**src/rtl/pipeline_hazard_ctrl_if.sv**
```systemverilog
// Hazard-control bundle between the pipeline datapath and pipeline_hazard_ctrl.
// The slave modport is the controller side; the master modport is the datapath side.
// Optional performance counters appear only when HAZARD_PERF_CNT_EN is defined.
interface pipeline_hazard_ctrl_if;
    logic       ex_memRead;
    logic [4:0] ex_rd;
    logic [4:0] id_rs1;
    logic [4:0] id_rs2;
    logic       id_useRs1;
    logic       id_useRs2;
    logic       ex_branchTaken;
    logic       dmem_req;
    logic       dmem_ready;
    logic       pc_stall;
    logic       if_id_stall;
    logic       id_ex_stall;
    logic       ex_me_stall;
    logic       if_id_flush;
    logic       id_ex_flush;
    logic       me_wb_bubble;
    logic       mem_timeout;
`ifdef HAZARD_PERF_CNT_EN
    logic [31:0] stall_cycles;
    logic [31:0] flush_count;
`endif

    modport slave (
        input  ex_memRead, ex_rd, id_rs1, id_rs2, id_useRs1, id_useRs2,
        input  ex_branchTaken, dmem_req, dmem_ready,
        output pc_stall, if_id_stall, id_ex_stall, ex_me_stall,
        output if_id_flush, id_ex_flush, me_wb_bubble, mem_timeout
`ifdef HAZARD_PERF_CNT_EN
        , output stall_cycles, flush_count
`endif
    );

    modport master (
        output ex_memRead, ex_rd, id_rs1, id_rs2, id_useRs1, id_useRs2,
        output ex_branchTaken, dmem_req, dmem_ready,
        input  pc_stall, if_id_stall, id_ex_stall, ex_me_stall,
        input  if_id_flush, id_ex_flush, me_wb_bubble, mem_timeout
`ifdef HAZARD_PERF_CNT_EN
        , input stall_cycles, flush_count
`endif
    );
endinterface

```
**src/rtl/pipeline_hazard_ctrl.sv**
```systemverilog
// Pipeline hazard controller: load-use interlock, taken-branch flush and
// data-memory wait stall with a sticky wait-timeout flag.
// Optional macro HAZARD_PERF_CNT_EN adds stall_cycles / flush_count counters.
module pipeline_hazard_ctrl #(
    parameter logic [7:0] MEM_TIMEOUT = 8'd255
) (
    input  logic                  clk,
    input  logic                  rst_n,
    pipeline_hazard_ctrl_if.slave hz
);

    typedef enum logic {
        RUN      = 1'b0,
        MEM_WAIT = 1'b1
    } state_t;

    state_t     r_state;
    logic [7:0] r_wcnt;
    logic       r_timeout;

    logic w_load_use;
    logic w_mem_hold;
    logic w_pc_stall;
    logic w_if_id_stall;
    logic w_id_ex_stall;
    logic w_ex_me_stall;
    logic w_if_id_flush;
    logic w_id_ex_flush;
    logic w_me_wb_bubble;

    assign w_load_use = hz.ex_memRead && (hz.ex_rd != 5'd0) &&
                        ((hz.id_useRs1 && (hz.ex_rd == hz.id_rs1)) ||
                         (hz.id_useRs2 && (hz.ex_rd == hz.id_rs2)));

    // In MEM_WAIT a dropped request counts as completion, so "still waiting"
    // is exactly req & ~ready in both states.
    assign w_mem_hold = hz.dmem_req && !hz.dmem_ready;

    // Combinational hazard outputs: memory hold > branch flush > load-use bubble.
    // The output decode is state-independent because the MEM_WAIT stall
    // condition equals the RUN mem_hold condition; state only drives wcnt.
    always_comb begin
        w_pc_stall     = 1'b0;
        w_if_id_stall  = 1'b0;
        w_id_ex_stall  = 1'b0;
        w_ex_me_stall  = 1'b0;
        w_if_id_flush  = 1'b0;
        w_id_ex_flush  = 1'b0;
        w_me_wb_bubble = 1'b0;
        if (rst_n) begin
            if (w_mem_hold) begin
                w_pc_stall     = 1'b1;
                w_if_id_stall  = 1'b1;
                w_id_ex_stall  = 1'b1;
                w_ex_me_stall  = 1'b1;
                w_me_wb_bubble = 1'b1;
            end else if (hz.ex_branchTaken) begin
                w_if_id_flush  = 1'b1;
                w_id_ex_flush  = 1'b1;
            end else if (w_load_use) begin
                w_pc_stall     = 1'b1;
                w_if_id_stall  = 1'b1;
                w_id_ex_flush  = 1'b1;
            end
        end
    end

    // Wait FSM: tracks the memory wait length and latches the timeout flag.
    always_ff @(posedge clk or negedge rst_n) begin
        if (!rst_n) begin
            r_state   <= RUN;
            r_wcnt    <= '0;
            r_timeout <= 1'b0;
        end else begin
            case (r_state)
                RUN: begin
                    if (w_mem_hold) begin
                        r_state <= MEM_WAIT;
                        r_wcnt  <= 8'd1;
                    end
                end
                MEM_WAIT: begin
                    if (r_wcnt == MEM_TIMEOUT) begin
                        r_timeout <= 1'b1;
                    end
                    if (!w_mem_hold) begin
                        r_state <= RUN;
                        r_wcnt  <= '0;
                    end else if (r_wcnt != 8'hFF) begin
                        r_wcnt  <= r_wcnt + 8'd1;
                    end
                end
                default: begin
                    r_state <= RUN;
                    r_wcnt  <= '0;
                end
            endcase
        end
    end

    assign hz.pc_stall     = w_pc_stall;
    assign hz.if_id_stall  = w_if_id_stall;
    assign hz.id_ex_stall  = w_id_ex_stall;
    assign hz.ex_me_stall  = w_ex_me_stall;
    assign hz.if_id_flush  = w_if_id_flush;
    assign hz.id_ex_flush  = w_id_ex_flush;
    assign hz.me_wb_bubble = w_me_wb_bubble;
    assign hz.mem_timeout  = r_timeout;

`ifdef HAZARD_PERF_CNT_EN
    logic [31:0] r_stall_cycles;
    logic [31:0] r_flush_count;

    // Performance counters: stalled-PC cycles and front-end flush events, wrapping.
    always_ff @(posedge clk or negedge rst_n) begin
        if (!rst_n) begin
            r_stall_cycles <= '0;
            r_flush_count  <= '0;
        end else begin
            if (w_pc_stall) begin
                r_stall_cycles <= r_stall_cycles + 32'd1;
            end
            if (w_if_id_flush) begin
                r_flush_count <= r_flush_count + 32'd1;
            end
        end
    end

    assign hz.stall_cycles = r_stall_cycles;
    assign hz.flush_count  = r_flush_count;
`endif

endmodule

```
**src/flat_wrapper.sv**
```systemverilog
// flat-port wrapper written by rule: the top's interface ports become plain ports
module pipeline_hazard_ctrl_flat 
#(
    parameter logic [7:0] MEM_TIMEOUT = 8'd255
)
  (clk, rst_n, hz_ex_memRead, hz_ex_rd, hz_id_rs1, hz_id_rs2, hz_id_useRs1, hz_id_useRs2, hz_ex_branchTaken, hz_dmem_req, hz_dmem_ready, hz_pc_stall, hz_if_id_stall, hz_id_ex_stall, hz_ex_me_stall, hz_if_id_flush, hz_id_ex_flush, hz_me_wb_bubble, hz_mem_timeout);
  pipeline_hazard_ctrl_if hz_i ();
  input  logic clk;
  input  logic rst_n;
  input wire logic [$bits(hz_i.ex_memRead)-1:0] hz_ex_memRead;
  input wire logic [$bits(hz_i.ex_rd)-1:0] hz_ex_rd;
  input wire logic [$bits(hz_i.id_rs1)-1:0] hz_id_rs1;
  input wire logic [$bits(hz_i.id_rs2)-1:0] hz_id_rs2;
  input wire logic [$bits(hz_i.id_useRs1)-1:0] hz_id_useRs1;
  input wire logic [$bits(hz_i.id_useRs2)-1:0] hz_id_useRs2;
  input wire logic [$bits(hz_i.ex_branchTaken)-1:0] hz_ex_branchTaken;
  input wire logic [$bits(hz_i.dmem_req)-1:0] hz_dmem_req;
  input wire logic [$bits(hz_i.dmem_ready)-1:0] hz_dmem_ready;
  output wire logic [$bits(hz_i.pc_stall)-1:0] hz_pc_stall;
  output wire logic [$bits(hz_i.if_id_stall)-1:0] hz_if_id_stall;
  output wire logic [$bits(hz_i.id_ex_stall)-1:0] hz_id_ex_stall;
  output wire logic [$bits(hz_i.ex_me_stall)-1:0] hz_ex_me_stall;
  output wire logic [$bits(hz_i.if_id_flush)-1:0] hz_if_id_flush;
  output wire logic [$bits(hz_i.id_ex_flush)-1:0] hz_id_ex_flush;
  output wire logic [$bits(hz_i.me_wb_bubble)-1:0] hz_me_wb_bubble;
  output wire logic [$bits(hz_i.mem_timeout)-1:0] hz_mem_timeout;
  assign hz_i.ex_memRead = hz_ex_memRead;
  assign hz_i.ex_rd = hz_ex_rd;
  assign hz_i.id_rs1 = hz_id_rs1;
  assign hz_i.id_rs2 = hz_id_rs2;
  assign hz_i.id_useRs1 = hz_id_useRs1;
  assign hz_i.id_useRs2 = hz_id_useRs2;
  assign hz_i.ex_branchTaken = hz_ex_branchTaken;
  assign hz_i.dmem_req = hz_dmem_req;
  assign hz_i.dmem_ready = hz_dmem_ready;
  assign hz_pc_stall = hz_i.pc_stall;
  assign hz_if_id_stall = hz_i.if_id_stall;
  assign hz_id_ex_stall = hz_i.id_ex_stall;
  assign hz_ex_me_stall = hz_i.ex_me_stall;
  assign hz_if_id_flush = hz_i.if_id_flush;
  assign hz_id_ex_flush = hz_i.id_ex_flush;
  assign hz_me_wb_bubble = hz_i.me_wb_bubble;
  assign hz_mem_timeout = hz_i.mem_timeout;
  pipeline_hazard_ctrl #(.MEM_TIMEOUT(MEM_TIMEOUT)) u_core (.clk(clk), .rst_n(rst_n), .hz(hz_i));
endmodule
```
**config.mk**
```make
export PLATFORM = sky130hd
export DESIGN_NAME = pipeline_hazard_ctrl_flat
export DESIGN_NICKNAME = d
export VERILOG_FILES = /design/src/rtl/pipeline_hazard_ctrl_if.sv /design/src/rtl/pipeline_hazard_ctrl.sv /design/src/flat_wrapper.sv
export SDC_FILE = /design/constraint.sdc
export NUM_CORES = 1
export LEC_CHECK = 0
export CAP_MARGIN = 20
export CORE_UTILIZATION = 47
export CTS_BUF_LIST = sky130_fd_sc_hd__clkbuf_8
export DETAILED_ROUTE_END_ITERATION = 10
export PLACE_DENSITY = 0.84
export SLEW_MARGIN = 20
export SYNTH_ARGS = -nofsm -noshare
export SYNTH_HDL_FRONTEND = slang
export SYNTH_SLANG_ARGS = --single-unit
```
**constraint.sdc**
```tcl
create_clock -name clk -period 3.9 [get_ports clk]
set_input_delay 0.585 -clock clk [delete_from_list [all_inputs] [get_ports clk]]
set_output_delay 0.585 -clock clk [all_outputs]
set_load 0.05 [all_outputs]
```
Word-level counts from Yosys, hierarchy flattened
Cells that the tools add are included.
{ "op_classes": {"reduce_logical": 10, "eq_ne": 6, "bitwise_logic": 1, "mux": 16, "add_sub_neg": 1} }
{ "ops": {"columns": ["operator", "n"], "rows": [
  ["2-to-1 mux 8 bit", 3],
  ["case mux 8 bit (2 select lines)", 1],
  ["2-to-1 mux 1 bit", 12],
  ["equality test 5 bit", 2],
  ["adder 8 x 1 -> 8 bit, second input constant", 1],
  ["equality test 8 bit, second input constant", 1],
  ["inequality test 8 bit, second input constant", 1],
  ["logical AND 1 bit", 5],
  ["nonzero test 5 bit", 1],
  ["AND reduction 2 bit", 2],
  ["inequality test 3 bit, second input constant", 1],
  ["inequality test 2 x 1 -> 1 bit, second input constant", 1],
  ["zero test 1 bit", 1],
  ["logical OR 1 bit", 1],
  ["NOT 1 bit", 1]
]} }
{ "word_totals": {"regBits": 10, "word_cells": 37, "output_inout_bits": 8, "inputBits": 23} }

Logic depth before layout (Yosys ltp)
{ "logic_depth": {"depth_word": 8, "depth_mapped": 5, "mapped_depth_nobuf": 5} }

Worst setup path before layout
Ideal clock, no wire load.
{ "synth_timing": {"path_type": "input port to output port", "startpoint": "in hz_ex_rd[3]", "endpoint": "out hz_pc_stall", "stages": 5, "t_arrival_ps": 3296, "path_buffers": 1, "slack_ps": 19, "cell_sequence": "xor2_1 > nor4_2 > a32oi_1 > o41ai_1 > buf_4"} }
{ "synth_via": {"elab_chain_len": 8} }
{ "synth_lines": {"columns": ["element", "line", "text"], "rows": [
  ["start, declared", "flat_wrapper.sv:11", "input wire logic [$bits(hz_i.ex_rd)-1:0] hz_ex_rd;"],
  ["equality test 5 bit, on equally long branches", "pipeline_hazard_ctrl.sv:32, pipeline_hazard_ctrl.sv:33", null],
  ["logical AND 1 bit, on equally long branches", "pipeline_hazard_ctrl.sv:32, pipeline_hazard_ctrl.sv:33", null],
  ["logical OR 1 bit", "pipeline_hazard_ctrl.sv:32", "((hz.id_useRs1 && (hz.ex_rd == hz.id_rs1)) ||"],
  ["logical AND 1 bit *", "pipeline_hazard_ctrl.sv:31", "assign w_load_use = hz.ex_memRead && (hz.ex_rd != 5'd0) &&"],
  ["2-to-1 mux 1 bit * (4 in a row)", null, null],
  ["end, declared", "flat_wrapper.sv:19", "output wire logic [$bits(hz_i.pc_stall)-1:0] hz_pc_stall;"]
]} }
Every way passes the cells marked *; elsewhere a longest branch is shown, timed or not.

Worst setup path after layout
{ "layout_timing": {"startpoint": "in hz_ex_rd[3]", "endpoint": "out hz_if_id_stall"} }
{ "layout_via": {"elab_chain_len": 8} }
{ "layout_lines": {"columns": ["element", "line", "text"], "rows": [
  ["equality test 5 bit, on equally long branches", "pipeline_hazard_ctrl.sv:32, pipeline_hazard_ctrl.sv:33", null],
  ["logical AND 1 bit, on equally long branches", "pipeline_hazard_ctrl.sv:32, pipeline_hazard_ctrl.sv:33", null],
  ["logical OR 1 bit", "pipeline_hazard_ctrl.sv:32", null],
  ["logical AND 1 bit *", "pipeline_hazard_ctrl.sv:31", null],
  ["2-to-1 mux 1 bit *", "pipeline_hazard_ctrl.sv:60", "end else if (w_load_use) begin"],
  ["2-to-1 mux 1 bit *", "pipeline_hazard_ctrl.sv:57", "end else if (hz.ex_branchTaken) begin"],
  ["2-to-1 mux 1 bit *", "pipeline_hazard_ctrl.sv:51", "if (w_mem_hold) begin"],
  ["2-to-1 mux 1 bit *", "pipeline_hazard_ctrl.sv:50", "if (rst_n) begin"],
  ["end, declared", "flat_wrapper.sv:20", "output wire logic [$bits(hz_i.if_id_stall)-1:0] hz_if_id_stall;"]
]} }
Marks and branches as above.

==> run metrics <==
DRC errors left=0; Post-DRT Antenna Nets=0; dpl hpwl=1417 microns; number of synthesized flops with an enable pin=0; row cnt=14; WS Path Type=in -> out; post-synth top area cell=dfrtp_1; clk sinks=10; Die ar.=1753 sq um; post-route cell area=1102 sq um; RSZ-0062 raised after global routing=no; fmax=276.8 MHz; Mapped Cells=84; WL final=1776 microns; maxcap violations=0; CTS resizes=0; Avg Synthesized Cell Area=8.892 sq um; Pre-Repair DR Iteration Count=4; layout cell share with drive strength beyond 1=6.957%; flops & latches, synth=10; Max-slew headroom=66.44%; register area=250.2 sq um; Async SR Flop Fraction=100.0%; Area growth syn-to-layout=47.57%; antenna cells=0; H-tree levels=1; Pleak=0.4744 nW; Synth area leaders=dfrtp_1 (34%), xor2_1 (12%), nand3_1 (4.7%), o22ai_1 (4.2%), buf_4 (4.0%); Synth Cell Area=747.0 sq um; initial antenna violation count=0; CP max FO=3; post-synth top area share=33.50%; drt wl/cell=13.56 microns; routed wl met2=934 microns; Clk Latency, worst-skew pair=240 ps; initial drt markers=13; Cell variety after synth=32; number of global-route vias before repair=789; Crit. End Element=output pin; nets=140; DR vias=760; YS warnings=0; Data required, critical path=3310 ps; post-route clock period utilization=92.64%; clk_skew=1.356 ps; Hold Buf Count CTS=0; Final Hold Viols=0; Starting Density=50.17%; DP Area=1047 sq um; Die Y=41.87 microns; Power per Cell Area=286.4 nW/um^2; Worst-Margin Slew=501.8 ps; Port Buffers=30; first-pass GRT wire length=3174 microns; Startpoint Class=primary input; DIE WIDTH=41.87 microns; sequential element share of the synthesized area=33.50%; largest net degree at the start of global routing=13; Met3 Routed Length=104 microns; Slew Viols, Final=0; placeable core area=1489 sq um; clk slew on worst S/H paths=50 ps; Hold Crit Class=reg -> reg; area occupied by multi-input gates=435.4 sq um; post-CTS setup repair buffer count=0; GR Overflow Total=0; cts bufs inserted=3; clk buf depth=2; met1 wire length=675 microns; Highest Signal Layer=met4; most instantiated cells after synthesis=dfrtp_1 (10), xor2_1 (10), inv_1 (7), nand2_1 (7), nand3_1 (7); Worst VDD drop=0.0002698 V; Post-Route Utilization=74.03%; via-per-instance ratio=5.802; RePlAce Congestion=0.8518; status=complete, no violations; Root Buffer=clkbuf_8; CTS tree=yes; Synth Flop Type=dfrtp_1; Fin Setup TNS=0 ps; Layout fillers=120; Tot GR Track Use=23.65%; CP arrival=3030 ps; Setup Viol. Count Final=0; min cycle time layout=3613 ps; Syn Nets=108; # IOs=31
[routing by layer]
| layer | track usage (%) | vias to the layer above |
|---|---|---|
| met5 | 0 | - |
| met4 | 16.13 | 0 |
| met3 | 5.652 | 9 |
| met2 | 40.94 | 36 |
| met1 | 25.00 | 348 |
| li1 | - | 367 |
[critical path: stages]
cell             delay, ps
clkdlybuf4s50_1        470
xor2_1                 190
nor4_2                 280
a32oi_1                150
o41ai_1                450
clkdlybuf4s50_1        890
[layout by cell type, fill, tap and decap left out, types with 2 or more instances in the layout]
cell type,count
clkbuf_8,4
xnor2_1,2
buf_4,2
nor2_1,2
dfrtp_1,10
nand2b_1,2
inv_1,7
o2111ai_1,2
o22ai_1,5
mux2i_1,2
clkdlybuf4s50_1,30
nand3_1,7
o21ai_0,3
or4_1,2
nand2_1,7
o41ai_1,2
xor2_1,10
[final timing paths]
path	from	cells after the start	to	slack, ps
max in group asynchronous	rst_n	2	u_core.r_wcnt[0]	3020
max	hz_ex_rd[3]	6	hz_if_id_stall	290
min in group asynchronous	rst_n	2	u_core.r_wcnt[3]	730
max reg2reg	u_core.r_wcnt[0]	5	u_core.r_wcnt[1]	2300
min reg2reg	u_core.hz.mem_timeout	1	u_core.hz.mem_timeout	450
min	u_core.hz.mem_timeout	1	u_core.hz.mem_timeout	450
[area by class of cell]
class	instances	area share, %
Multi-Input combinational cell	62	39.50
Timing Repair Buffer	32	28.60
Sequential cell	10	22.70
Clock buffer	4	4.994
Inverter	7	2.384
Tap cell	16	1.816
[through the flow]
stage / total power, mW / setup slack [ps] / hold slack [ps] / std cells
finish: 0.3157 / 286.9 / 450.3 / 131
global route: 0.3305 / 167.5 / 482.6 / 131
CTS: 0.3184 / 309.9 / 454.9 / 131
detailed placement: 0.1864 / 300.9 / 444.0 / 127
global placement: 0.1846 / 394.4 / 437.0 / 127
floorplan: 0.1481 / 19.00 / 289.4 / 84
[power breakdown]
group | switching (mW) | internal [mW] | total [mW]
Combinational | 0.0353 | 0.0377 | 0.0730
Sequential | 0.00508 | 0.107 | 0.112
Clock | 0.0419 | 0.0888 | 0.131
[state kept, by name (all words and copies together), names as in the netlist]
signal                 count
u_core.r_state             1
u_core.hz.mem_timeout      1
u_core.r_wcnt              8
[kinds of logic (layout without fill, tap and decap cells)]
kind of cell | count (synthesis) | count (layout) | share of synthesized area [%]
and+or+nand+nor | 29 | 29 | 22.95
AOI/OAI and AO/OA | 18 | 18 | 16.92
xor gates and xnor gates | 12 | 12 | 14.07
buffers and inverters | 12 | 43 | 8.208
DFF | 10 | 10 | 33.50
muxes | 2 | 2 | 2.680
adders and majority gates | 1 | 1 | 1.675
Power figures use the tool's default switching activity.
